`config.mk`:
```
export PLATFORM = sky130hd
export DESIGN_NAME = uart_tx_serializer
export DESIGN_NICKNAME = d
export VERILOG_FILES = /design/src/rtl/uart_tx_serializer.sv
export SDC_FILE = /design/constraint.sdc
export NUM_CORES = 1
export LEC_CHECK = 0
export BUFFER_PORTS_ARGS = -buffer_cell sky130_fd_sc_hd__buf_2
export CAP_MARGIN = 30
export CORE_AREA = 5 5 55 57
export CTS_CLUSTER_DIAMETER = 50
export DETAILED_ROUTE_END_ITERATION = 8
export DIE_AREA = 0 0 60 62
export GPL_ROUTABILITY_DRIVEN = 1
export HOLD_SLACK_MARGIN = 0.08
export PLACE_DENSITY = 0.66
export REMOVE_ABC_BUFFERS = 1
export SLEW_MARGIN = 40
export SYNTH_ARGS = -nofsm -noshare
export SYNTH_HDL_FRONTEND = slang
export SYNTH_SLANG_ARGS = --single-unit
```
`constraint.sdc`:
```
create_clock -name clk -period 2.1 [get_ports clk]
set_clock_uncertainty 0.15 [all_clocks]
set_input_delay 0.42 -clock clk [delete_from_list [all_inputs] [get_ports clk]]
set_output_delay 0.42 -clock clk [all_outputs]
set_load 0.05 [all_outputs]
```
`src/rtl/uart_tx_serializer.sv`:
```
// UART transmit serializer: frames a parallel word as start/data/[parity]/stop bits on a serial line.
// Optional parity bit is compiled in with `define UART_TX_PARITY_EN.
module uart_tx_serializer #(
  parameter int unsigned DATA_W       = 8,
  parameter int unsigned CLKS_PER_BIT = 16,
  parameter int unsigned STOP_BITS    = 1,
  parameter int unsigned LSB_FIRST    = 1,
  parameter int unsigned PARITY_ODD   = 0
) (
  input  logic              clk,
  input  logic              rst,
  input  logic [DATA_W-1:0] datain,
  input  logic              load,
  output logic              ready,
  output logic              busy,
  output logic              done,
  output logic              data_outbit
);

  localparam int unsigned BAUD_W = $clog2(CLKS_PER_BIT);
  localparam int unsigned CNT_W  = $clog2(DATA_W);

  if ((DATA_W < 5) || (DATA_W > 9) || (CLKS_PER_BIT < 2) || (STOP_BITS < 1) ||
      (STOP_BITS > 2) || (LSB_FIRST > 1) || (PARITY_ODD > 1)) begin : g_bad_cfg
    $error("uart_tx_serializer: illegal parameter combination");
  end

  typedef enum logic [2:0] {
    S_IDLE,
    S_START,
    S_DATA,
`ifdef UART_TX_PARITY_EN
    S_PARITY,
`endif
    S_STOP
  } state_t;

  state_t            r_state;
  state_t            w_state_nxt;
  logic [BAUD_W-1:0] r_baud;
  logic [CNT_W-1:0]  r_bit_cnt;
  logic [DATA_W-1:0] r_shift;
  logic [DATA_W-1:0] w_shift_nxt;
  logic              w_baud_wrap;
  logic              w_out_bit;
  logic              w_line_nxt;
  logic              w_ready_nxt;
  logic              w_busy_nxt;
  logic              w_done_nxt;
  logic              r_line;
  logic              r_ready;
  logic              r_busy;
  logic              r_done;
`ifdef UART_TX_PARITY_EN
  logic              r_parity;
`endif

  assign w_baud_wrap = (r_baud == BAUD_W'(CLKS_PER_BIT - 1));

  // State register
  always_ff @(posedge clk or posedge rst) begin
    if (rst) r_state <= S_IDLE;
    else     r_state <= w_state_nxt;
  end

  // Next-state logic
  always_comb begin
    w_state_nxt = r_state;
    case (r_state)
      S_IDLE:  if (load) w_state_nxt = S_START;
      S_START: if (w_baud_wrap) w_state_nxt = S_DATA;
      S_DATA: begin
        if (w_baud_wrap && (r_bit_cnt == CNT_W'(DATA_W - 1))) begin
`ifdef UART_TX_PARITY_EN
          w_state_nxt = S_PARITY;
`else
          w_state_nxt = S_STOP;
`endif
        end
      end
`ifdef UART_TX_PARITY_EN
      S_PARITY: if (w_baud_wrap) w_state_nxt = S_STOP;
`endif
      S_STOP: begin
        if (w_baud_wrap && (r_bit_cnt == CNT_W'(STOP_BITS - 1))) w_state_nxt = S_IDLE;
      end
      default: w_state_nxt = S_IDLE;
    endcase
  end

  // Shift toward the output end at each data-bit boundary, zero fill
  always_comb begin
    w_shift_nxt = r_shift;
    if ((r_state == S_DATA) && w_baud_wrap) begin
      if (LSB_FIRST != 0) w_shift_nxt = r_shift >> 1;
      else                w_shift_nxt = r_shift << 1;
    end
    w_out_bit = (LSB_FIRST != 0) ? w_shift_nxt[0] : w_shift_nxt[DATA_W-1];
  end

  // Output decode from the next state so outputs change on the same edge as the state
  always_comb begin
    w_line_nxt  = 1'b1;
    w_ready_nxt = 1'b0;
    w_busy_nxt  = 1'b1;
    w_done_nxt  = 1'b0;
    case (w_state_nxt)
      S_IDLE: begin
        w_ready_nxt = 1'b1;
        w_busy_nxt  = 1'b0;
        w_done_nxt  = (r_state == S_STOP);
      end
      S_START:  w_line_nxt = 1'b0;
      S_DATA:   w_line_nxt = w_out_bit;
`ifdef UART_TX_PARITY_EN
      S_PARITY: w_line_nxt = r_parity;
`endif
      default:  w_line_nxt = 1'b1;
    endcase
  end

  // Counters, shift register and captured parity
  always_ff @(posedge clk or posedge rst) begin
    if (rst) begin
      r_baud    <= '0;
      r_bit_cnt <= '0;
      r_shift   <= '0;
`ifdef UART_TX_PARITY_EN
      r_parity  <= 1'b0;
`endif
    end else if (r_state == S_IDLE) begin
      r_baud    <= '0;
      r_bit_cnt <= '0;
      if (load) begin
        r_shift  <= datain;
`ifdef UART_TX_PARITY_EN
        r_parity <= (^datain) ^ 1'(PARITY_ODD);
`endif
      end
    end else begin
      r_baud  <= w_baud_wrap ? '0 : r_baud + BAUD_W'(1);
      r_shift <= w_shift_nxt;
      if (w_state_nxt != r_state) r_bit_cnt <= '0;
      else if (w_baud_wrap)       r_bit_cnt <= r_bit_cnt + CNT_W'(1);
    end
  end

  // Registered outputs
  always_ff @(posedge clk or posedge rst) begin
    if (rst) begin
      r_line  <= 1'b1;
      r_ready <= 1'b1;
      r_busy  <= 1'b0;
      r_done  <= 1'b0;
    end else begin
      r_line  <= w_line_nxt;
      r_ready <= w_ready_nxt;
      r_busy  <= w_busy_nxt;
      r_done  <= w_done_nxt;
    end
  end

  assign data_outbit = r_line;
  assign ready       = r_ready;
  assign busy        = r_busy;
  assign done        = r_done;

endmodule
```
==> results.md, run 1 <==
* #FFs+latches synth at 22
* Setup tns final at 0 ps
* Ports at 15
* Cell Count, Final, Fillers Out at around 140
* CP arrival at between 1500 and 2000 ps
* R2R depth at 6
* Starting Density at between 40% and 50%
* First-pass GRT wire length at 3091 µm
* GRT busiest layer: met2
* Netlist Area Pre-Place at 1052 µm²
* Synth Warn # at 0
* DR DRC count at 0
* Met1 Track Usage GR at 13.20%
* Diode count at 0
* Final Cycle Share at 91.50%
* Global-route usage over all layers at between 10 and 15%
* Peak VDD IR at 392.5 µV
* CTS H-tree lvls at 1
* Grt total ovfl at 0
* WHS at 209.6 ps
* LEAKAGE at ~0.58 nW
* Total die area at 3720 µm²
* Final Hold Fails at 0
* Crit path capture type: register
* Fin util at 49.38%
* CP max FO at 6
* Critical path required time at 2130 ps
* Clk_lat worst skew at 300 ps
* P&R area growth vs syn at 14.15%
* Max Freq at 520.4 MHz
* Number of global-route vias before repair at 757
* GP Congestion at about 0.75
* Power per Cell Area at 698.6 nW/µm²
* Startpoint Class: register
* DP Worst Slack at 190.7 ps
* Psw at around 0.23 mW
* HPWL reported at the end of detailed placement at 1422 µm
* Sequential Power Share at about three fifths
* # clock sinks at 22
* WL final at 1881 µm
* Worst-path clk slew at 120 ps
* # resized after CTS at 0
* FP Rows at 18
* RSZ-0062 raised after global routing: no
* Switching Fraction at 27.75%
* Internal Power at about 0.61 mW
* Synth Instances at 94
* Comb power frac at 16.1%
* Period minus WS final at 1922 ps
* Vias/cell at 5.542
* Die Y at 62 µm
* Fin. max-slew vios at 0
* Final WS setup at 178.4 ps
* Dpl cells at 138
* Root buffer cell: clkbuf_4
* Power, Total at about 0.84 mW
* Area share of the largest cell type after synthesis at a little under half
* Max stage delay on crit path at about 400 ps
* Dpl cell area at 1169 µm²
* Longest Clk Path Bufs at 2
* Largest net degree at the start of global routing at 17
* Clock power frac at between 20 and 25%
* Met3 usage at 2.479%
* Outcome: completed
* Crit path cell chain: ha_1 > and3_1 > buf_4 > o21ai_0 > a22oi_1 > nor3_1
* Initial DRC count at 17
* Met2 GRT Util at 18.98%
* Seq/Total Area, Yosys at 52.56%
* Via Count at 787
* IO Port Bufs at 14
* Synth area leader: dfrtp_1
* First-pass detailed-route iteration total at 4
* Commonest non-fill, non-tap cell in the layout: dfrtp_1
* Netlist cell types at 34
* CP max stage cell: dfrtp_1
* Wire per inst at 13.25 µm
* Max Cap Viol at 0
* CTS Buf Count at 3
* Largest cells by area after synthesis: dfrtp_1, a221o_1, dfstp_2
* Nets at 129
* Final setup viols at 0
* Initial antenna violation count at 0
* Core area at between 2000 and 2500 µm²
* Synth Area per Inst at around 11 µm²
* HP Class: primary input to register
* Share of cells above drive strength 1 at about a quarter
* Setup CP Type: register to register
* Fin area at 1201 µm²
* Post-DRT Antenna Nets at 0
* Worst Hold Path Cells at 2
* CTS tree: done
* Most frequent cells in the layout: dfrtp_1, buf_2, inv_1
* Die Wd at approximately 60 µm
* Post-CTS Setup Bufs at 0
-- cell families (layout without fill, tap and decap cells) --
logic type	Yosys count	in the layout	synth area share, %
buffers and inverters	13	31	5.232
AOI/OAI and AO/OA	24	24	18.08
muxes	2	2	1.903
adders and majority gates	4	4	4.756
DFF	22	22	52.56
xor gates and xnor gates	2	2	1.665
and+or+nand+nor	26	26	15.46
other	1	1	0.3564
-- power by group through the flow --
| stage | logic (mW) | registers, mW | clock network [mW] |
|---|---|---|---|
| after detailed placement | 0.134 | 0.528 | 0 |
| after global placement | 0.132 | 0.525 | 0 |
| after floorplan | 0.0849 | 0.531 | 0 |
| after CTS | 0.137 | 0.520 | 0.193 |
| after global routing | 0.151 | 0.528 | 0.203 |
| final | 0.135 | 0.519 | 0.185 |
-- synth_stat cells (all sizes together) --
cell	n
a211oi	1
a21oi	5
a221o	6
a221oi	1
a22oi	1
a311oi	1
a31oi	1
a32o	1
a41oi	2
and3	7
and3b	1
and4b	1
buf	3
clkbuf	1
conb	1
dfrtp	20
dfstp	2
ha	4
inv	9
mux2i	2
nand2	2
nand2b	1
nand4b	1
nor2	4
nor2b	2
nor3	5
nor3b	1
o211ai	1
o21ai	3
o22ai	1
or2	1
xnor2	2
-- flip-flops by register name, summed over array words and instances (netlist names) --
signal and cells:
r_bit_cnt 3, done 1, r_shift 8, r_baud 4, data_outbit 1, busy 1, ready 1, r_state 3
-- cell type report --
| type | instances | area [µm²] |
|---|---|---|
| inverter | 9 | 33.78 |
| fill | 219 | 1231 |
| sequential | 22 | 553.0 |
| multi-input combinational | 59 | 444.2 |
| clock buffer | 3 | 22.52 |
| timing repair buffer | 19 | 110.1 |
| tap | 30 | 37.54 |
-- final timing paths --
check                          start      endpoint  slack [ps]
setup / recovery           r_baud[0]  r_bit_cnt[2]         180
hold / removal             datain[7]    r_shift[7]         210
setup reg to reg           r_baud[0]  r_bit_cnt[2]         180
hold reg to reg            r_baud[0]     r_baud[0]         350
max in group asynchronous        rst  r_bit_cnt[1]         910
min in group asynchronous        rst    r_state[0]         410
-- worst max-delay path: cells and delay by family (launching register included) --
kind                       cells  cell delay [ps]
AOI/OAI and AO/OA              2              410
adders and majority gates      1              260
buffers and inverters          1              190
DFF                            1              400
and+or+nand+nor                2              390
-- routing by layer --
layer | share of wire, % | vias to the layer above
met1 | 45 | 384
met3 | 3.9 | 4
met4 | 1.3 | 0
li1 | - | 384
met5 | 0 | -
met2 | 50 | 15
-- repair_timing --
action                                  CTS  global route
hold buffers                              1             0
hold endpoints to repair                  4             0
endpoints found under the setup margin    0             0
Power figures use the tool's default switching activity.
==> inputs of run 2 (changes only) <==
- CORE_AREA: 5 5 55 57 -> 5 5 61 52
- DIE_AREA: 0 0 60 62 -> 0 0 66 57
- PLACE_DENSITY: 0.66 -> 0.65
==> results.md, run 2 (synthesis gave the netlist of run 1 again) <==
* Final setup viols at 0 (unchanged)
* Max Freq at 528.7 MHz (was 520.4 MHz)
* Max stage delay on crit path at 400 ps (about the same)
* Number of global-route vias before repair at 748 (was 757)
* Max reg flops at 8 (unchanged)
* Grt total ovfl at 0 (unchanged)
* Initial antenna violation count at 0 (unchanged)
* GP Congestion at 0.7231 (was 0.7510)
* First-pass detailed-route iteration total at 4 (unchanged)
* Crit path cell chain: ha_1 > and3_1 > nor3b_4 > buf_4 > mux2i_1 > a31oi_1 (was ha_1 > and3_1 > buf_4 > o21ai_0 > a22oi_1 > nor3_1)
* Nets at 129 (unchanged)
* Largest Register: r_shift (unchanged)
* Worst-path clk slew at 120 ps (about the same)
* RSZ-0062 raised after global routing: no (unchanged)
* Final Hold Fails at 0 (unchanged)
* Share of cells above drive strength 1 at 25.66% (was 24.11%)
* Ports at 15 (unchanged)
* Die Wd at 66 µm (was 60 µm)
* Most frequent cells in the layout: dfrtp_1, buf_2, inv_1 (unchanged)
* Diode count at 0 (unchanged)
* Fin area at 1230 µm² (was 1201 µm²)
* Psw at 0.2401 mW (was 0.2329 mW)
* Global-route usage over all layers at 11.36% (was 11.17%)
* Largest net degree at the start of global routing at 14 (was 17)
* DR DRC count at 0 (unchanged)
* CP max FO at 8 (was 6)
* Vias/cell at 4.980 (was 5.542)
* P&R area growth vs syn at 16.88% (was 14.15%)
* Period minus WS final at 1892 ps (was 1922 ps)
* CP arrival at 1980 ps (was 1950 ps)
* CTS H-tree lvls at 1 (unchanged)
* WL final at 1871 µm (was 1881 µm)
* Clk_lat worst skew at 310 ps (was 300 ps)
* Longest Clk Path Bufs at 2 (unchanged)
* Via Count at 752 (was 787)
* CTS tree: done (unchanged)
* HPWL reported at the end of detailed placement at 1431 µm (was 1422 µm)
* Fin. max-slew vios at 0 (unchanged)
* Setup CP Type: register to register (unchanged)
* Post-DRT Antenna Nets at 0 (unchanged)
* Initial DRC count at 34 (was 17)
* Die Y at 57 µm (was 62 µm)
* Comb power frac at 15.3% (was 16.1%)
* LEAKAGE at 0.5869 nW (was 0.5793 nW)
* First-pass GRT wire length at 3332 µm (was 3091 µm)
* Critical path required time at 2180 ps (was 2130 ps)
* Top Registers: r_shift: 8 flops, r_baud: 4 flops (unchanged)
* Starting Density at 40.88% (was 43.26%)
* IO Port Bufs at 14 (unchanged)
* Final Cycle Share at 90.08% (was 91.50%)
* Commonest non-fill, non-tap cell in the layout: dfrtp_1 (unchanged)
* Core area at 2574 µm² (was 2432 µm²)
* Outcome: completed (unchanged)
* Dpl cell area at 1179 µm² (was 1169 µm²)
* HP Class: primary input to register (unchanged)
* Switching Fraction at 27.13% (was 27.75%)
* Max Cap Viol at 0 (unchanged)
* Power per Cell Area at 719.7 nW/µm² (was 698.6 nW/µm²)
* Total die area at 3762 µm² (was 3720 µm²)
* Root buffer cell: clkbuf_4 (unchanged)
* CTS Buf Count at 3 (unchanged)
* Sequential Power Share at 58.8% (was 61.8%)
* Crit path capture type: register (unchanged)
* Startpoint Class: register (unchanged)
* Setup tns final at 0 ps (unchanged)
* Clock power frac at 25.9% (was 22.1%)
* FP Rows at 17 (was 18)
* Peak VDD IR at 249.5 µV (was 392.5 µV)
* Wire per inst at 12.39 µm (was 13.25 µm)
* Internal Power at 0.6451 mW (was 0.6063 mW)
* # clock sinks at 22 (unchanged)
* CP max stage cell: dfrtp_1 (unchanged)
-- run 2: metrics by stage --
step	worst slack [ps]	hold slack (ps)	instances	utilization, %	power, mW
2_1_floorplan	41.46	257.7	90	-	0.6162
3_3_place_gp	271.4	242.3	146	45.79	0.6584
3_5_place_dp	208.9	248.9	146	45.79	0.6651
4_1_cts	174.9	214.3	151	47.59	0.8958
5_1_grt	49.28	221.0	151	47.79	0.9428
6_report	208.4	220.4	151	47.79	0.8852
-- run 2: path summary, 6_finish.rpt --
| check | start | end | slack [ps] | depth (start not counted) |
|---|---|---|---|---|
| max | r_baud[0] | data_outbit | 210 | 6 |
| min | datain[7] | r_shift[7] | 220 | 2 |
| min reg2reg | r_baud[0] | r_baud[0] | 350 | 1 |
| min in group asynchronous | rst | r_state[0] | 440 | 3 |
| max in group asynchronous | rst | r_baud[2] | 850 | 4 |
| max reg2reg | r_baud[0] | data_outbit | 210 | 6 |
-- run 2: what timing repair did --
| item | CTS | global route |
|---|---|---|
| setup endpoints to repair | 0 | 1 |
| setup buffers | 0 | 0 |
| endpoints found under the hold margin | 7 | 0 |
| hold buffers | 1 | 0 |
| gates resized for setup | 0 | 1 |
-- run 2: layout make-up --
| type | instances | area [µm²] |
|---|---|---|
| clock buffer | 4 | 36.28 |
| multi-input combinational | 59 | 449.2 |
| sequential | 22 | 553.0 |
| fill | 246 | 1344 |
| timing repair buffer | 19 | 110.1 |
| tap | 38 | 47.55 |
| inverter | 9 | 33.78 |
-- run 2: power groups by stage --
| stage | logic, mW | clock network (mW) | registers, mW |
|---|---|---|---|
| floorplan | 0.0849 | 0 | 0.531 |
| global placement | 0.132 | 0 | 0.527 |
| detailed placement | 0.136 | 0 | 0.529 |
| CTS | 0.138 | 0.237 | 0.521 |
| global route | 0.156 | 0.257 | 0.529 |
| finish | 0.135 | 0.229 | 0.521 |
-- run 2: worst max-delay path, delay by kind of cell (launching register included) --
| kind | cells | cell delay (ps) |
|---|---|---|
| simple gates | 2 | 530 |
| flops | 1 | 400 |
| buf+inv | 1 | 190 |
| compound gates | 1 | 100 |
| fa+ha+maj | 1 | 250 |
| mux | 1 | 200 |
-- run 2: routing by layer --
metal  vias up  GRT usage, %  share of wire (%)
met5         -             0                  0
met4         0         6.087                2.4
met3         5         1.772                2.6
met2        12         18.29                 44
met1       356         14.66                 51
li1        379             -                  -
